[src/rtl/mx_blk_unpack.sv]
// MX block unpacker: holds one block (shared scale + narrow sign-magnitude elements)
// and streams each element as a normalised, left-aligned wide mantissa with its own exponent.
module mx_blk_unpack #(
  parameter int block_size = 32,
  parameter int width_i    = 4,
  parameter int width_o    = 24,
  parameter int width_e    = 8
) (
  input  logic                                  i_clk,
  input  logic                                  i_rst,
  input  logic [block_size*(width_i+1)-1:0]     i_blk,
  input  logic [width_e-1:0]                    i_scl,
  input  logic                                  i_valid,
  output logic                                  o_ready,
  output logic                                  o_sgn,
  output logic [width_o-1:0]                    o_man,
  output logic [width_e+1:0]                    o_exp,
  output logic                                  o_zero,
  output logic [$clog2(block_size)-1:0]         o_idx,
  output logic                                  o_last,
  output logic                                  o_valid,
  input  logic                                  i_ready,
  output logic                                  o_dbg_state
);

  localparam int ew  = width_i + 1;
  localparam int iw  = $clog2(block_size);
  localparam int lzw = $clog2(width_i + 1);
  localparam int bw  = block_size * ew;

  typedef enum logic {IDLE = 1'b0, EMIT = 1'b1} state_t;

  state_t            state_q;
  logic [bw-1:0]     blk_q;
  logic [width_e-1:0] scl_q;
  logic [iw-1:0]     idx_q;

  logic              emit;
  logic              at_last;
  logic              take_blk;
  logic [ew-1:0]     elem;
  logic [width_i-1:0] mag;
  logic [width_i-1:0] norm;
  logic [lzw-1:0]    lzc;
  logic              found;
  logic              mag_zero;
  logic [width_o-1:0] man_w;

  // Handshakes (valid/ready): a transfer happens on a rising clock edge where valid and
  // ready are both high. o_ready depends combinationally only on i_ready (last-element
  // transfer) and is forced low while reset is asserted; o_valid is purely registered.
  assign emit     = (state_q == EMIT);
  assign at_last  = (idx_q == iw'(block_size - 1));
  assign o_ready  = !i_rst && (emit ? (i_ready && at_last) : 1'b1);
  assign take_blk = i_valid && o_ready;

  always_ff @(posedge i_clk) begin
    if (i_rst) begin
      state_q <= IDLE;
      idx_q   <= '0;
      blk_q   <= '0;
      scl_q   <= '0;
    end else if (take_blk) begin
      // Covers both IDLE acceptance and the zero-bubble reload on the last transfer.
      state_q <= EMIT;
      idx_q   <= '0;
      blk_q   <= i_blk;
      scl_q   <= i_scl;
    end else if (emit && i_ready) begin
      if (at_last) begin
        state_q <= IDLE;
        idx_q   <= '0;
      end else begin
        idx_q <= idx_q + iw'(1);
      end
    end
  end

  always_comb begin
    elem  = ew'(blk_q >> (32'(idx_q) * ew));
    mag   = elem[width_i-1:0];
    lzc   = '0;
    found = 1'b0;
    for (int b = width_i - 1; b >= 0; b--) begin
      if (!found) begin
        if (mag[b]) found = 1'b1;
        else        lzc   = lzc + lzw'(1);
      end
    end
    norm  = mag << lzc;
    man_w = width_o'(norm) << (width_o - width_i);
  end

  assign mag_zero    = (mag == '0);
  assign o_valid     = emit;
  assign o_dbg_state = emit;
  assign o_sgn       = emit && elem[width_i];
  assign o_zero      = emit && mag_zero;
  assign o_idx       = emit ? idx_q : '0;
  assign o_last      = emit && at_last;
  assign o_man       = (emit && !mag_zero) ? man_w : '0;
  // Two guard bits keep scale 0 minus a full leading-zero count negative instead of wrapping.
  assign o_exp       = (emit && !mag_zero) ? ({2'b00, scl_q} - (width_e + 2)'(lzc)) : '0;

endmodule

[config.mk]
export PLATFORM = sky130hd
export DESIGN_NAME = mx_blk_unpack
export DESIGN_NICKNAME = d
export VERILOG_FILES = /design/src/rtl/mx_blk_unpack.sv
export SDC_FILE = /design/constraint.sdc
export NUM_CORES = 1
export LEC_CHECK = 0
export ABC_AREA = 1
export CAP_MARGIN = 20
export CORE_MARGIN = 3
export CORE_UTILIZATION = 40
export CTS_BUF_LIST = sky130_fd_sc_hd__clkbuf_8
export DETAILED_ROUTE_END_ITERATION = 7
export PLACE_DENSITY = 0.68
export SKIP_CTS_REPAIR_TIMING = 1
export SYNTH_ARGS = -nofsm -noshare
export SYNTH_HDL_FRONTEND = slang
export SYNTH_SLANG_ARGS = --single-unit
[constraint.sdc]
create_clock -name i_clk -period 5.8 [get_ports i_clk]
set_input_delay 1.74 -clock i_clk [delete_from_list [all_inputs] [get_ports i_clk]]
set_output_delay 1.74 -clock i_clk [all_outputs]
set_load 0.005 [all_outputs]
-- Word level (Yosys, flattened, before mapping)
Cells that the tools add are included.
- input port bits: 172
- output and inout bits: 45
- word-level logic and storage cells: 48
- register bits after elaboration: 174
- $mul: 1
- $add $sub $neg: 5
- reductions and logical operators: 15
- eq/ne operators: 1
- multiplexer cells: 20
- shifts and indexed selects: 2
- operator list (kind ; count):
    $shr 160x8->5 ; 1
    $mux 24 ; 1
    $mux 3 ; 6
    $mux 1 ; 10
    $mux 10 ; 1
    $mux 5 ; 2
    $add 3x1->3 const B ; 3
    $sub 8x3->9 ; 1
    $logic_and 1x1->1 ; 8
    $mul 5x3->8 const B ; 1
    $add 5x1->5 const B ; 1
    $eq 5x5->1 const B ; 1
    $logic_not 4->1 ; 1
    $reduce_bool 2->1 ; 2
    $shl 4x3->4 ; 1
    $logic_not 1->1 ; 2
    $reduce_and 2->1 ; 1
    $reduce_or 2->1 ; 1

-- Logic depth before layout (Yosys ltp)
- depth in word-level cells: 14
- mapped depth: 23
- mapped depth without buffers: 20

-- Worst setup path after synthesis
OpenSTA, ideal clock, no wires.
- path kind: register -> output
- start: reg idx_q[0]
- end: out o_exp[6]
- cell stages (with the launch flop): 21
- data required time: 4060 ps
- arrival time: 2854 ps
- path buffers: 2
- path slack: 1206 ps
- cell sequence: dfxtp_1 > buf_6 > buf_2 > nand2_1 > nand3_1 > nand3_1 > nand2_1 > nand2_1 > nand3_1 > nand2_1 > nand2_4 > clkinv_1 > ha_1 > o21ai_2 > inv_1 > fa_1 > nor2_1 > nor3_1 > nand3_1 > xor2_1 > nor2_1
- cells in the longest elaborated chain, start to end: 14
- elaborated cells on any way between the ends: 22
- those cells by class: add/sub: 4; mul: 1; shift: 1; mux: 13; reduce/logical: 3
- RTL lines (item ; line ; text):
    from (decl) ; 36 ; logic [iw-1:0] idx_q;
    from (signal assigned) ; 74 ; idx_q <= idx_q + iw'(1);
    $mul 5x3->8 * ; 80 ; elem = ew'(blk_q >> (32'(idx_q) * ew));
    $shr 160x8->5 * ; 80 ;
    $mux 1 ; 86 ; if (mag[b]) found = 1'b1;
    $add 3x1->3 ; 87 ; else lzc = lzc + lzw'(1);
    $mux 3 ; 86 ;
    $mux 3 ; 85 ; if (!found) begin
    $add 3x1->3 ; 87 ;
    $mux 3 ; 86 ;
    $mux 3 ; 85 ;
    $add 3x1->3 ; 87 ;
    $mux 3 ; 86 ;
    $mux 3 ; 85 ;
    $sub 8x3->9 ; 103 ; assign o_exp = (emit && !mag_zero) ? ({2'b00, scl_q} - (width_e + 2)'(lzc)) : '0;
    $mux 10 * ; 103 ;
    to (decl) ; 17 ; output logic [width_e+1:0] o_exp,
Every way passes the cells marked *; elsewhere a longest branch is shown, timed or not.

-- Worst setup path in the final report
- start: reg idx_q[0]
- end: out o_exp[8]
Same word-level chain as after synthesis.

==> results.json <==
{
  "synthAdderAreaFrac_pct": 1.13,
  "dpl.hpwl_um": 17600,
  "htree_levels": 4,
  "r2r_slack_ps": 1910,
  "clkSinkCount": 174,
  "syn_avg_cell_area_um2": 6.86,
  "fin_crit_sh_pct": 97.1,
  "clock_path_buffers": 2,
  "synth-xor-area-share_pct": 0.519,
  "utilization_pct": 53.8,
  "drv_slew": 0,
  "critical-path-max-stage-delay_ps": 530,
  "final_cell_mix": "nand3_1, nand2_1, clkdlybuf4s50_1",
  "wl_um": 26500,
  "final.setup_skew_ps": 10.8,
  "cts_buffers": 17,
  "crit_path_max_fanout": 35,
  "multi_input_area_um2": 4300,
  "crit_arrival_ps": 3890,
  "seqCellArea_um2": 3490,
  "start_util_pct": 41.2,
  "ant_nets": 0,
  "cts_tree": "done",
  "areaGrowthSynthToFinish_pct": 30.8,
  "dieArea_um2": 22900,
  "yosysSeqAreaShare_pct": 41.3,
  "critical_path_class": "register to primary output",
  "critPathCaptureType": "primary output",
  "dr.pass1.iters": 6,
  "period_minus_slack_ps": 5630,
  "syn-cell-area_um2": 8430,
  "critPathTopFamily": "simple AND/OR/NAND/NOR gates",
  "die_x_um": 151,
  "rsz0062_at_grt": "true",
  "yosys_warnings": 0,
  "clk_pin_slew_worst_paths_ps": 90,
  "hold_class": "register to register",
  "worstMarginPinSlew_ps": 890,
  "startpoint_type": "register",
  "grtUsageTotal_pct": 22.2,
  "nNetsFinal": 1541,
  "crit_top_cell": "nand2_1",
  "hold_violations": 0,
  "clock_latency_ps": 460,
  "drive_gt1_share_pct": 6.76,
  "crit_chain": "buf_4 > clkbuf_16 > nand2_1 > nand3_1 > nand3_1 > nand2_1 > nand2_1 > nand2_1 > o21ai_4 > nand2_4 > nor2_8 > nand2_1 > ha_1 > inv_1 > nor2_4 > nor3_4 > nand3_2 > nor3_2 > clkdlybuf4s50_1",
  "synthSimpleGateAreaFrac_pct": 42.8,
  "antenna_found_initial": 1,
  "grt_pass1_vias": 7830,
  "wl_per_cell_um": 16.1,
  "final_common_cell": "nand3_1",
  "synth_seq_cells": 174,
  "routed_via_density": 5.23,
  "cp_slowest_cell": "clkdlybuf4s50_1",
  "synth_cell_types": 32,
  "synth_compound_area_share_pct": 4.69,
  "synthMuxAreaShare_pct": 0,
  "ioPinCount": 217,
  "status": "complete, no violations",
  "num_vias": 8616,
  "peakVddDrop_mv": 0.137,
  "core_area_um2": 20500,
  "grt_max_degree": 147,
  "synth_top_family_by_area": "simple AND/OR/NAND/NOR gates",
  "globalRouteOverflowTotal": 0,
  "required_ps": 4060,
  "syn_inst": 1230,
  "max_freq_mhz": 177,
  "tns_ps": 0,
  "setup_violations": 0,
  "root_buffer": "clkbuf_8",
  "slew_headroom_pct": 40.6,
  "power.density_nw_per_um2": 250,
  "port_buffers": 196,
  "drt_iter0_drc": 815,
  "gp_congestion": 0.820,
  "path_buf_inv": 4,
  "grt_first_pass_wirelength_um": 40600,
  "row_count": 52,
  "die_y_um": 151,
  "drc": 0,
  "leakage_nw": 4.93,
  "fillCellCount": 1996,
  "drv_cap": 0
}
## state kept, by name (all words and copies together) (netlist names)
signal,count
blk_q,160
o_dbg_state,1
idx_q,5
scl_q,8
## per-layer routing
| metal | track usage (%) | up-vias | share of wire (%) | wire, um |
|---|---|---|---|---|
| li1 | - | 4313 | - | - |
| met1 | 31.5 | 3927 | 45 | 11900 |
| met2 | 34.1 | 336 | 46 | 12100 |
| met3 | 4.34 | 40 | 7.2 | 1920 |
| met4 | 6.66 | 0 | 2.0 | 524 |
| met5 | 0 | - | 0 | 0 |
## path summary, 6_finish.rpt
check,start,cells past startpoint,endpoint
min,blk_q[139]$_SDFFE_PP0P_,2,blk_q[139]$_SDFFE_PP0P_
max,idx_q[0]$_SDFFE_PP0P_,19,o_exp[8]
max reg2reg,idx_q[0]$_SDFFE_PP0P_,12,blk_q[24]$_SDFFE_PP0P_
min reg2reg,blk_q[139]$_SDFFE_PP0P_,2,blk_q[139]$_SDFFE_PP0P_
## synthesized netlist by cell type
library cell  count  area share, %
a21oi_1          27            1.6
buf_4            26            2.3
clkbuf_1         57            2.5
ha_1              6           0.89
nand3_1         434             26
nor2_1           19           0.85
o21ai_1           1          0.059
nor3_2            2           0.24
o21a_1            1          0.089
nand4_1           1          0.074
conb_1            1          0.044
nor2_4            1           0.13
nor3_1            3           0.18
o21ai_0          40            2.4
a22oi_1           1          0.089
inv_1            39            1.7
clkinv_1          1          0.044
buf_6             5           0.67
xor2_1            5           0.52
dfxtp_1         174             41
a211oi_1          1          0.089
nor2_8            1           0.24
a31oi_1           1          0.074
fa_1              1           0.24
nand2_2           3           0.22
inv_2             2          0.089
buf_1            19           0.85
buf_2            21            1.2
nand2_4           3           0.40
o21ai_2           3           0.31
inv_4             1          0.074
nand2_1         330             15
## stage by stage
stage | instances | total power, W | area, um2 | hold WS (ps) | setup WS, ps
floorplan | 1249 | 0.00163 | 8510 | 440 | 1210
global placement | 1603 | 0.00183 | 10400 | 452 | 395
detailed placement | 1603 | 0.00184 | 10400 | 457 | 232
CTS | 1635 | 0.00273 | 10800 | 470 | -294
global route | 1646 | 0.00288 | 11000 | 487 | -58.3
finish | 1646 | 0.00276 | 11000 | 468 | 166
## logic make-up (layout without fill, tap and decap cells)
logic type | after synthesis | in the layout
simple gates | 797 | 797
flops | 174 | 174
buf+inv | 171 | 297
compound gates | 75 | 75
fa+ha+maj | 7 | 7
xor+xnor | 5 | 5
other cells | 1 | 21
## worst register-to-register path, cell delays in order, from the launching register on
cell       delay [ps]
dfxtp_4           470
buf_4             170
clkbuf_16         220
ha_1              220
nand2_1            80
nor2_1            110
ha_1              230
a21oi_1           140
nor2_4            180
buf_4             650
buf_4             840
nand3_1           360
nand2_1           140
## power breakdown
part	total (W)	switching [W]	leakage, nW	internal (W)
Combinational	0.000531	0.000280	3.28	0.000251
Clock	0.000907	0.000456	0.216	0.000450
Sequential	0.00132	0.0000477	1.43	0.00127
Total	0.00276	0.000784	4.93	0.00198
## layout make-up
cell class              count  share of cell area (%)
multi-input cells         904                    39.0
flip-flops and latches    174                    31.6
repair buffers            221                    20.8
well taps                 270                    3.06
clock buffers              19                    2.37
inverters                  43                    1.60
clock inverters            13                    1.46
repair inverters            1                  0.0794
diodes                      1                  0.0227
No activity file was read; power rests on OpenSTA's default activity.
